--- src/rtl/uart_pkg.sv ---
// Shared UART definitions: receiver FSM states and frame geometry common to RX and TX.
// No logic of its own; types and constants only.
package uart_pkg;

  typedef enum logic [1:0] {IDLE, START, RECV} state_t;

  localparam int BAUD_DIV_DEFAULT = 109;
  localparam int DATA_BITS        = 8;
  localparam int FRAME_BITS       = 10;

endpackage

--- src/rtl/sync2.sv ---
// Two-flop synchronizer for one asynchronous input; reset value chosen per use.
// Latency 2 clocks; no handshake.
module sync2 #(
  parameter logic RST_VAL = 1'b0
) (
  input  logic clk,
  input  logic rst_n,
  input  logic d,
  output logic q
);

  logic meta;

  always_ff @(posedge clk or negedge rst_n) begin
    if (!rst_n) begin
      meta <= RST_VAL;
      q    <= RST_VAL;
    end else begin
      meta <= d;
      q    <= meta;
    end
  end

endmodule

--- src/rtl/uart_rx.sv ---
// 8N1 UART receiver: synchronizes RX, samples mid-bit, presents a byte with rdy and frm_err.
// Latency: rdy 1036 clocks after the start edge at BAUD_DIV=109; rdy held until clr_rdy or next start.
module uart_rx
  import uart_pkg::*;
#(
  parameter int BAUD_DIV = BAUD_DIV_DEFAULT
) (
  input  logic                 clk,
  input  logic                 rst_n,
  input  logic                 RX,
  input  logic                 clr_rdy,
  output logic [DATA_BITS-1:0] rx_data,
  output logic                 rdy,
  output logic                 frm_err
);

  localparam int CW       = $clog2(BAUD_DIV);
  localparam int HALF     = BAUD_DIV / 2;
  localparam int STOP_IDX = FRAME_BITS - 2;

  state_t              state, state_nxt;
  logic                rx_s, rx_q;
  logic                start_edge;
  logic [CW-1:0]       baud_cnt;
  logic [3:0]          bit_cnt;
  logic [DATA_BITS:0]  shreg;
  logic                strobe, start_det, sample_bit, frame_done;

  sync2 #(.RST_VAL(1'b1)) u_sync (
    .clk   (clk),
    .rst_n (rst_n),
    .d     (RX),
    .q     (rx_s)
  );

  always_ff @(posedge clk or negedge rst_n) begin
    if (!rst_n) rx_q <= 1'b1;
    else        rx_q <= rx_s;
  end

  assign start_edge = rx_q & ~rx_s;

  always_ff @(posedge clk or negedge rst_n) begin
    if (!rst_n) state <= IDLE;
    else        state <= state_nxt;
  end

  always_comb begin
    state_nxt  = state;
    strobe     = (state != IDLE) && (baud_cnt == '0);
    start_det  = 1'b0;
    sample_bit = 1'b0;
    frame_done = 1'b0;
    case (state)
      IDLE: begin
        if (start_edge) begin
          start_det = 1'b1;
          state_nxt = START;
        end
      end
      START: begin
        // A line that is high again at mid-start was a glitch, not a frame.
        if (strobe) state_nxt = rx_s ? IDLE : RECV;
      end
      RECV: begin
        if (strobe) begin
          if (bit_cnt == 4'(STOP_IDX)) begin
            frame_done = 1'b1;
            state_nxt  = IDLE;
          end else begin
            sample_bit = 1'b1;
          end
        end
      end
      default: state_nxt = IDLE;
    endcase
  end

  always_ff @(posedge clk or negedge rst_n) begin
    if (!rst_n) begin
      baud_cnt <= '0;
      bit_cnt  <= '0;
      shreg    <= '0;
    end else if (start_det) begin
      baud_cnt <= CW'(HALF);
      bit_cnt  <= '0;
    end else if (state != IDLE) begin
      baud_cnt <= strobe ? CW'(BAUD_DIV - 1) : baud_cnt - 1'b1;
      if (sample_bit || frame_done) bit_cnt <= bit_cnt + 4'd1;
      if (sample_bit) shreg <= {rx_s, shreg[DATA_BITS:1]};
    end
  end

  // Completion outranks clr_rdy so a byte landing in the acknowledge cycle is not lost.
  always_ff @(posedge clk or negedge rst_n) begin
    if (!rst_n) begin
      rx_data <= '0;
      rdy     <= 1'b0;
      frm_err <= 1'b0;
    end else if (frame_done) begin
      rx_data <= shreg[DATA_BITS:1];
      rdy     <= 1'b1;
      frm_err <= ~rx_s;
    end else begin
      if (start_det || clr_rdy) rdy <= 1'b0;
      if (start_det)            frm_err <= 1'b0;
    end
  end

endmodule
--- config.mk ---
export PLATFORM = sky130hd
export DESIGN_NAME = uart_rx
export DESIGN_NICKNAME = d
export VERILOG_FILES = /design/src/rtl/uart_pkg.sv /design/src/rtl/sync2.sv /design/src/rtl/uart_rx.sv
export SDC_FILE = /design/constraint.sdc
export NUM_CORES = 1
export LEC_CHECK = 0
export CAP_MARGIN = 20
export CELL_PAD_IN_SITES_DETAIL_PLACEMENT = 1
export CELL_PAD_IN_SITES_GLOBAL_PLACEMENT = 2
export CORE_MARGIN = 8
export CORE_UTILIZATION = 35
export DETAILED_ROUTE_END_ITERATION = 8
export GPL_TIMING_DRIVEN = 0
export PLACE_DENSITY = 0.75
export SKIP_LAST_GASP = 1
export SLEW_MARGIN = 20
export SYNTH_ARGS = -nofsm -noshare
export SYNTH_HDL_FRONTEND = slang
export SYNTH_SLANG_ARGS = --single-unit
export TNS_END_PERCENT = 30
--- constraint.sdc ---
create_clock -name clk -period 1.69 [get_ports clk]
set_input_delay 0.338 -clock clk [delete_from_list [all_inputs] [get_ports clk]]
set_output_delay 0.338 -clock clk [all_outputs]
set_load 0.1 [all_outputs]
======== Word level (Yosys, flattened, before mapping) ========
Index checks and enable logic that the tools add are counted.
W data, S select, Z words.
word-level totals
  register bits after elaboration ......... 35
  output and inout port bits .............. 10
  logic and storage cells ................. 59
operators by class
  add/subtract/negate cells ............... 2
  equal/unequal tests ..................... 7
  mux-type cells .......................... 24
  bitwise logic cells ..................... 3
  reductions and logical operators ........ 13
operators by type and width
  kind                   number
  $mux W7                3
  $mux W1                12
  $mux W4                3
  $mux W2                5
  $reduce_bool A2 Y1     5
  $ne A2 B2 Y1 const B   4
  $logic_not A7 Y1       1
  $sub A7 B1 Y7 const B  1
  $pmux W2 S3            1
  $add A4 B1 Y4 const B  1
  $eq A4 B4 Y1 const B   1
  $reduce_and A4 Y1      1
  $reduce_and A3 Y1      1
  $eq A2 B1 Y1 const B   1
  $eq A2 B2 Y1 const B   1
  $logic_not A2 Y1       1
  $logic_or A1 B1 Y1     2
  $not A1 Y1             2
  $reduce_and A2 Y1      1
  $and A1 B1 Y1          1
  $logic_and A1 B1 Y1    1

======== Logic depth before layout (Yosys ltp) ========
  word-level depth ........................ 8
  gate-level depth with buffers ........... 7
  depth with buffers taken out ............ 6

======== Modules after synthesis ========
A second synthesis with hierarchy kept.
unflattened totals
  cells, all modules ...................... 120
  area, all modules ....................... 1498.9 um2
by module, submodules not included
  module   instances  cells an instance  area each (um2)  seq. area each (um2)
  uart_rx  1          118                1446.4           802.0
  sync2    1          2                  52.6             52.6

======== Worst setup path before layout ========
Ideal clock, no wire load.
  kind .................................... register to register
  start ................................... reg baud_cnt[0]
  end ..................................... reg state[1]
  setup time .............................. 120 ps
  arrival time ............................ 1630 ps
  data required time ...................... 1570 ps
  slack ................................... -61 ps
  stages on the path, launching flop included .. 7
  period minus slack after synthesis ...... 1751 ps
  cells stage by stage .................... dfrtp_1 -> inv_1 -> ha_1 -> or4b_4 -> nor3_4 -> a311oi_1 -> a31o_2
on the way
  longest elaborated chain between the ends .. 4
  elaborated cells between the ends (all ways) .. 5
ends and longest elaborated chain
  what                             line           source
  from (decl)                      uart_rx.sv:24  logic [CW-1:0] baud_cnt;
  from (signal assigned)           uart_rx.sv:85  baud_cnt <= CW'(HALF);
  from (signal assigned)           uart_rx.sv:88  baud_cnt <= strobe ? CW'(BAUD_DIV - 1) : baud_cnt - 1'b1;
  $logic_not A7 Y1 (*)             uart_rx.sv:50  strobe = (state != IDLE) && (baud_cnt == '0);
  $logic_and A1 B1 Y1 (*)          uart_rx.sv:50
  $ne A2 B2 Y1 (no line)           n/a
  $reduce_and A4 Y1 (no line) (*)  n/a
  to (signal assigned)             uart_rx.sv:45  else state <= state_nxt;
  to (decl)                        uart_rx.sv:21  state_t state, state_nxt;
Every way passes the cells marked *; elsewhere a longest branch is shown, timed or not.
A chain may end at the register's enable or synchronous reset.

======== Worst setup path after layout ========
  start ................................... reg frm_err
  end ..................................... out frm_err
RTL lines
  what                    line            source
  from (decl)             uart_rx.sv:14   output logic frm_err
  from (signal assigned)  uart_rx.sv:103  frm_err <= ~rx_s;
No word-level cell between the ends.

==> results <==
==> worst reg2reg max path, delay by kind of cell, from the launching register on <==
family,cells,cell delay [ns]
compound gates,2,0.37
fa+ha+maj,1,0.15
buf+inv,1,0.08
simple gates,2,0.69
flops,1,0.39
==> cells by family (layout without fill, tap and decap cells) <==
kind of cell | count (synthesis) | in the layout | share of synthesized area (%)
and+or+nand+nor | 36 | 36 | 15.1
muxes | 17 | 17 | 14.2
DFF | 34 | 34 | 54.9
AOI/OAI and AO/OA | 18 | 18 | 7.72
adders and majority gates | 3 | 3 | 2.41
buffers and inverters | 10 | 49 | 3.30
xor gates and xnor gates | 4 | 4 | 2.25
==> cell usage in the layout (no fill, tap or decap), types with 3 or more instances in the layout <==
master                             n
sky130_fd_sc_hd__nand2_1           4
sky130_fd_sc_hd__mux2_4            9
sky130_fd_sc_hd__buf_4            17
sky130_fd_sc_hd__nor2_1           11
sky130_fd_sc_hd__nand3_1           5
sky130_fd_sc_hd__inv_1             4
sky130_fd_sc_hd__clkdlybuf4s15_2   9
sky130_fd_sc_hd__clkbuf_8          5
sky130_fd_sc_hd__xor2_1            3
sky130_fd_sc_hd__dfrtp_1          31
sky130_fd_sc_hd__o21ai_0           4
sky130_fd_sc_hd__mux2_2            8
sky130_fd_sc_hd__dfstp_2           3
==> power breakdown <==
| group | leakage [nW] | internal, mW | total, mW | switching [mW] |
|---|---|---|---|---|
| sequential | 0.445 | 0.908 | 1.04 | 0.135 |
| combinational | 0.483 | 0.338 | 0.624 | 0.286 |
| clock | 0.0504 | 0.439 | 0.753 | 0.315 |
==> cell type report <==
type / count / area [um2] / share of cell area [%]
tap: 52 / 65.1 / 3.17
sequential: 34 / 855 / 41.7
clock inverter: 3 / 45.0 / 2.20
inverter: 6 / 22.5 / 1.10
timing repair buffer: 31 / 287 / 14.0
buffer: 4 / 35.0 / 1.71
multi-input combinational: 78 / 673 / 32.8
clock buffer: 5 / 68.8 / 3.36
==> worst paths after layout <==
kind / cells past startpoint / slack, ns / end
min in group asynchronous: 2 / 0.46 / rx_data[7]
max in group asynchronous: 3 / 0.73 / u_sync.q
min reg2reg: 0 / 0.36 / u_sync.q
max reg2reg: 6 / -0.10 / state[1]
min: 0 / 0.36 / u_sync.q
max: 1 / -0.12 / frm_err
==> registers in the layout, indices dropped and copies added, names as in the netlist, 2 cells and up <==
| signal | cells |
|---|---|
| state | 2 |
| shreg | 8 |
| bit_cnt | 4 |
| rx_data | 8 |
| baud_cnt | 7 |
==> per-stage QoR <==
stage	instance area, um2	worst slack, ns	setup TNS [ns]	utilization (%)	std cells
2_1_floorplan	1560	-0.0531	-0.315	-	122
3_3_place_gp	1750	-0.455	-19.70	40.5	187
3_5_place_dp	1770	-0.334	-7.35	40.9	188
4_1_cts	2000	-0.159	-2.36	46.3	208
5_1_grt	2050	-0.234	-3.37	47.4	213
6_report	2050	-0.125	-1.12	47.4	213
==> timing repair <==
action / in CTS / in global routing
hold buffers: 1 / 0
setup buffers: 11 / 5
endpoints found under the hold margin: 8 / 0
resized for setup: 33 / 7
pin swaps: 4 / 3
endpoints found under the setup margin: 37 / 26
==> per-layer routing <==
| layer | global-route usage [%] | routed length (um) | vias to the layer above |
|---|---|---|---|
| met4 | 4.14 | 47 | 0 |
| met3 | 4.00 | 133 | 5 |
| met2 | 19.0 | 1750 | 15 |
| met5 | 0 | 0 | - |
| li1 | - | - | 502 |
| met1 | 14.1 | 1600 | 544 |
==> results_tabular.tex <==
\begin{tabular}{lr}
\hline
Metric & Value \\
\hline
\multicolumn{2}{l}{\textbf{Clock network}} \\
Max H-tree Level & 2 \\
Clock buffer count from CTS & 5 \\
Sink Count & 34 \\
Clock root cell & sky130\_fd\_sc\_hd\_\_clkbuf\_8 \\
Clock input transition at the sequential cells of the worst setup and hold paths & approximately 0.080 ns \\
Skew-Pair Late Insertion Delay & $\sim$0.28 ns \\
Clock tree from TritonCTS & yes \\
CTS max path bufs & 2 \\
\multicolumn{2}{l}{\textbf{Drt}} \\
Length of the first detailed-routing pass in iterations & 4 \\
Overall routed net length & 3.53 mm \\
Drt wl/cell & $\sim$17 um \\
Via Count & approximately 1100 \\
Iteration-0 DRC Markers & 32 \\
DR vias/cell & 5.00 \\
Post-route antenna net violation count & 0 \\
DRC violations left & 0 \\
\multicolumn{2}{l}{\textbf{Logic synthesis}} \\
Post-synthesis average cell area & about 13 um2 \\
Number of warnings printed during yosys synthesis & 0 \\
Number of enable-type register cells in the synthesized netlist & 0 \\
Top cell types by occurrence after synthesis & sky130\_fd\_sc\_hd\_\_dfrtp\_1 (31), sky130\_fd\_sc\_hd\_\_nor2\_1 (12), sky130\_fd\_sc\_hd\_\_mux2\_2 (9) \\
Number of library cell types mapped by synthesis & 35 \\
Dominant cells by area after synthesis & sky130\_fd\_sc\_hd\_\_dfrtp\_1 (50\%), sky130\_fd\_sc\_hd\_\_mux2\_4 (7.7\%), sky130\_fd\_sc\_hd\_\_mux2\_2 (6.5\%) \\
Post-synthesis instance total & between 100 and 150 \\
Post-synthesis sequential area ratio & between 50\% and 60\% \\
Syn nets & between 100 and 150 \\
Most instantiated library cell after synthesis & sky130\_fd\_sc\_hd\_\_dfrtp\_1 \\
Synth area leader & sky130\_fd\_sc\_hd\_\_dfrtp\_1 \\
Async set-reset flop share out of synthesis & 100\% \\
Most frequently used flop master after synthesis & sky130\_fd\_sc\_hd\_\_dfrtp\_1 \\
Post-synthesis sequential element count & 34 \\
Post-synth design cell area & between 0.0015 and 0.002 mm2 \\
Area share of the largest cell type after synthesis & 49.9\% \\
\multicolumn{2}{l}{\textbf{Die}} \\
Core Rows & 24 \\
Number of primary I/O pins & 14 \\
Floorplan Core Area & 0.00432 mm2 \\
Die Span X & just over 80 um \\
Effective utilization at floorplan & a little over a third \\
Die H & 82.7 um \\
DIE AREA & 0.00683 mm2 \\
\multicolumn{2}{l}{\textbf{Setup path}} \\
Bufs and invs on worst path & 1 \\
Arrival time at the worst endpoint & about 1.5 ns \\
Largest fanout on the critical path & 2 \\
Cells along the critical path & clkdlybuf4s15\_1 \\
Endpoint type of the worst setup path & primary output \\
Critical path required time & approximately 1.4 ns \\
Library cell contributing the largest single delay on the critical path & sky130\_fd\_sc\_hd\_\_clkdlybuf4s15\_1 \\
Type of the worst setup path & flop to primary output \\
Maximum single-stage delay on the critical path & about 0.83 ns \\
Startpoint of the worst-slack reg-to-reg timing path & baud\_cnt[1] \\
Crit path from & frm\_err \\
Kind of cell adding the most delay to the critical path & buffers and inverters \\
Sort of element at the start of the critical path & flop \\
\multicolumn{2}{l}{\textbf{STA}} \\
Unrepaired setup endpoints after global routing & yes \\
Crit share post-route & 107\% \\
Hold Slack & around 0.36 ns \\
Maximum operating frequency & roughly 550 MHz \\
Final worst slack & -0.125 ns \\
Slew at the pin closest to its max-slew limit & approximately 0.97 ns \\
Headroom to the max-slew limit & between 30\% and 40\% \\
Final setup skew & 0.00605 ns \\
Shortest period the worst path allows & 1.81 ns \\
Count of endpoints failing hold in the final timing report & 0 \\
Number of failing setup endpoints in the final timing report & 17 \\
Max-slew violation count & 0 \\
\multicolumn{2}{l}{\textbf{Placed design}} \\
GP Congestion & $\sim$0.76 \\
Buffers added on ports & 13 \\
Estimated wirelength of the detail-placed design & roughly 2.3 mm \\
\multicolumn{2}{l}{\textbf{Final layout}} \\
Area growth from synthesis to layout & 31.9\% \\
Filler Cell Count & around 470 \\
Share of cells above drive strength 1 & approximately 44\% \\
Number of antenna diodes & 0 \\
Net count reported at finish & $\sim$170 \\
\multicolumn{2}{l}{\textbf{Outcome}} \\
Run status & complete, but fails checks \\
Violated checks & negative setup slack \\
\multicolumn{2}{l}{\textbf{Power}} \\
Cell leakage power & approximately 0.98 nW \\
Post-layout power & 2.42 mW \\
PD cells & 1180 mW/mm2 \\
VDD IR max & 911 uV \\
\multicolumn{2}{l}{\textbf{Job}} \\
Max-cap violations & 0 \\
\multicolumn{2}{l}{\textbf{Global routing}} \\
Tot GR Track Use & between 10\% and 20\% \\
Via count of the first global-routing pass & 1158 \\
Leftover overflow at the end of global routing & 0 \\
Pin count of the biggest net entering global routing & 26 \\
Global-route wire length before repair & roughly 6 mm \\
Number of antenna violations at the first check in global routing & 0 \\
\multicolumn{2}{l}{\textbf{Hold path}} \\
Hold Crit Class & flop to flop \\
Worst Hold Launch & u\_sync.meta \\
\hline
\end{tabular}
No activity file was read; power rests on OpenSTA's default activity.
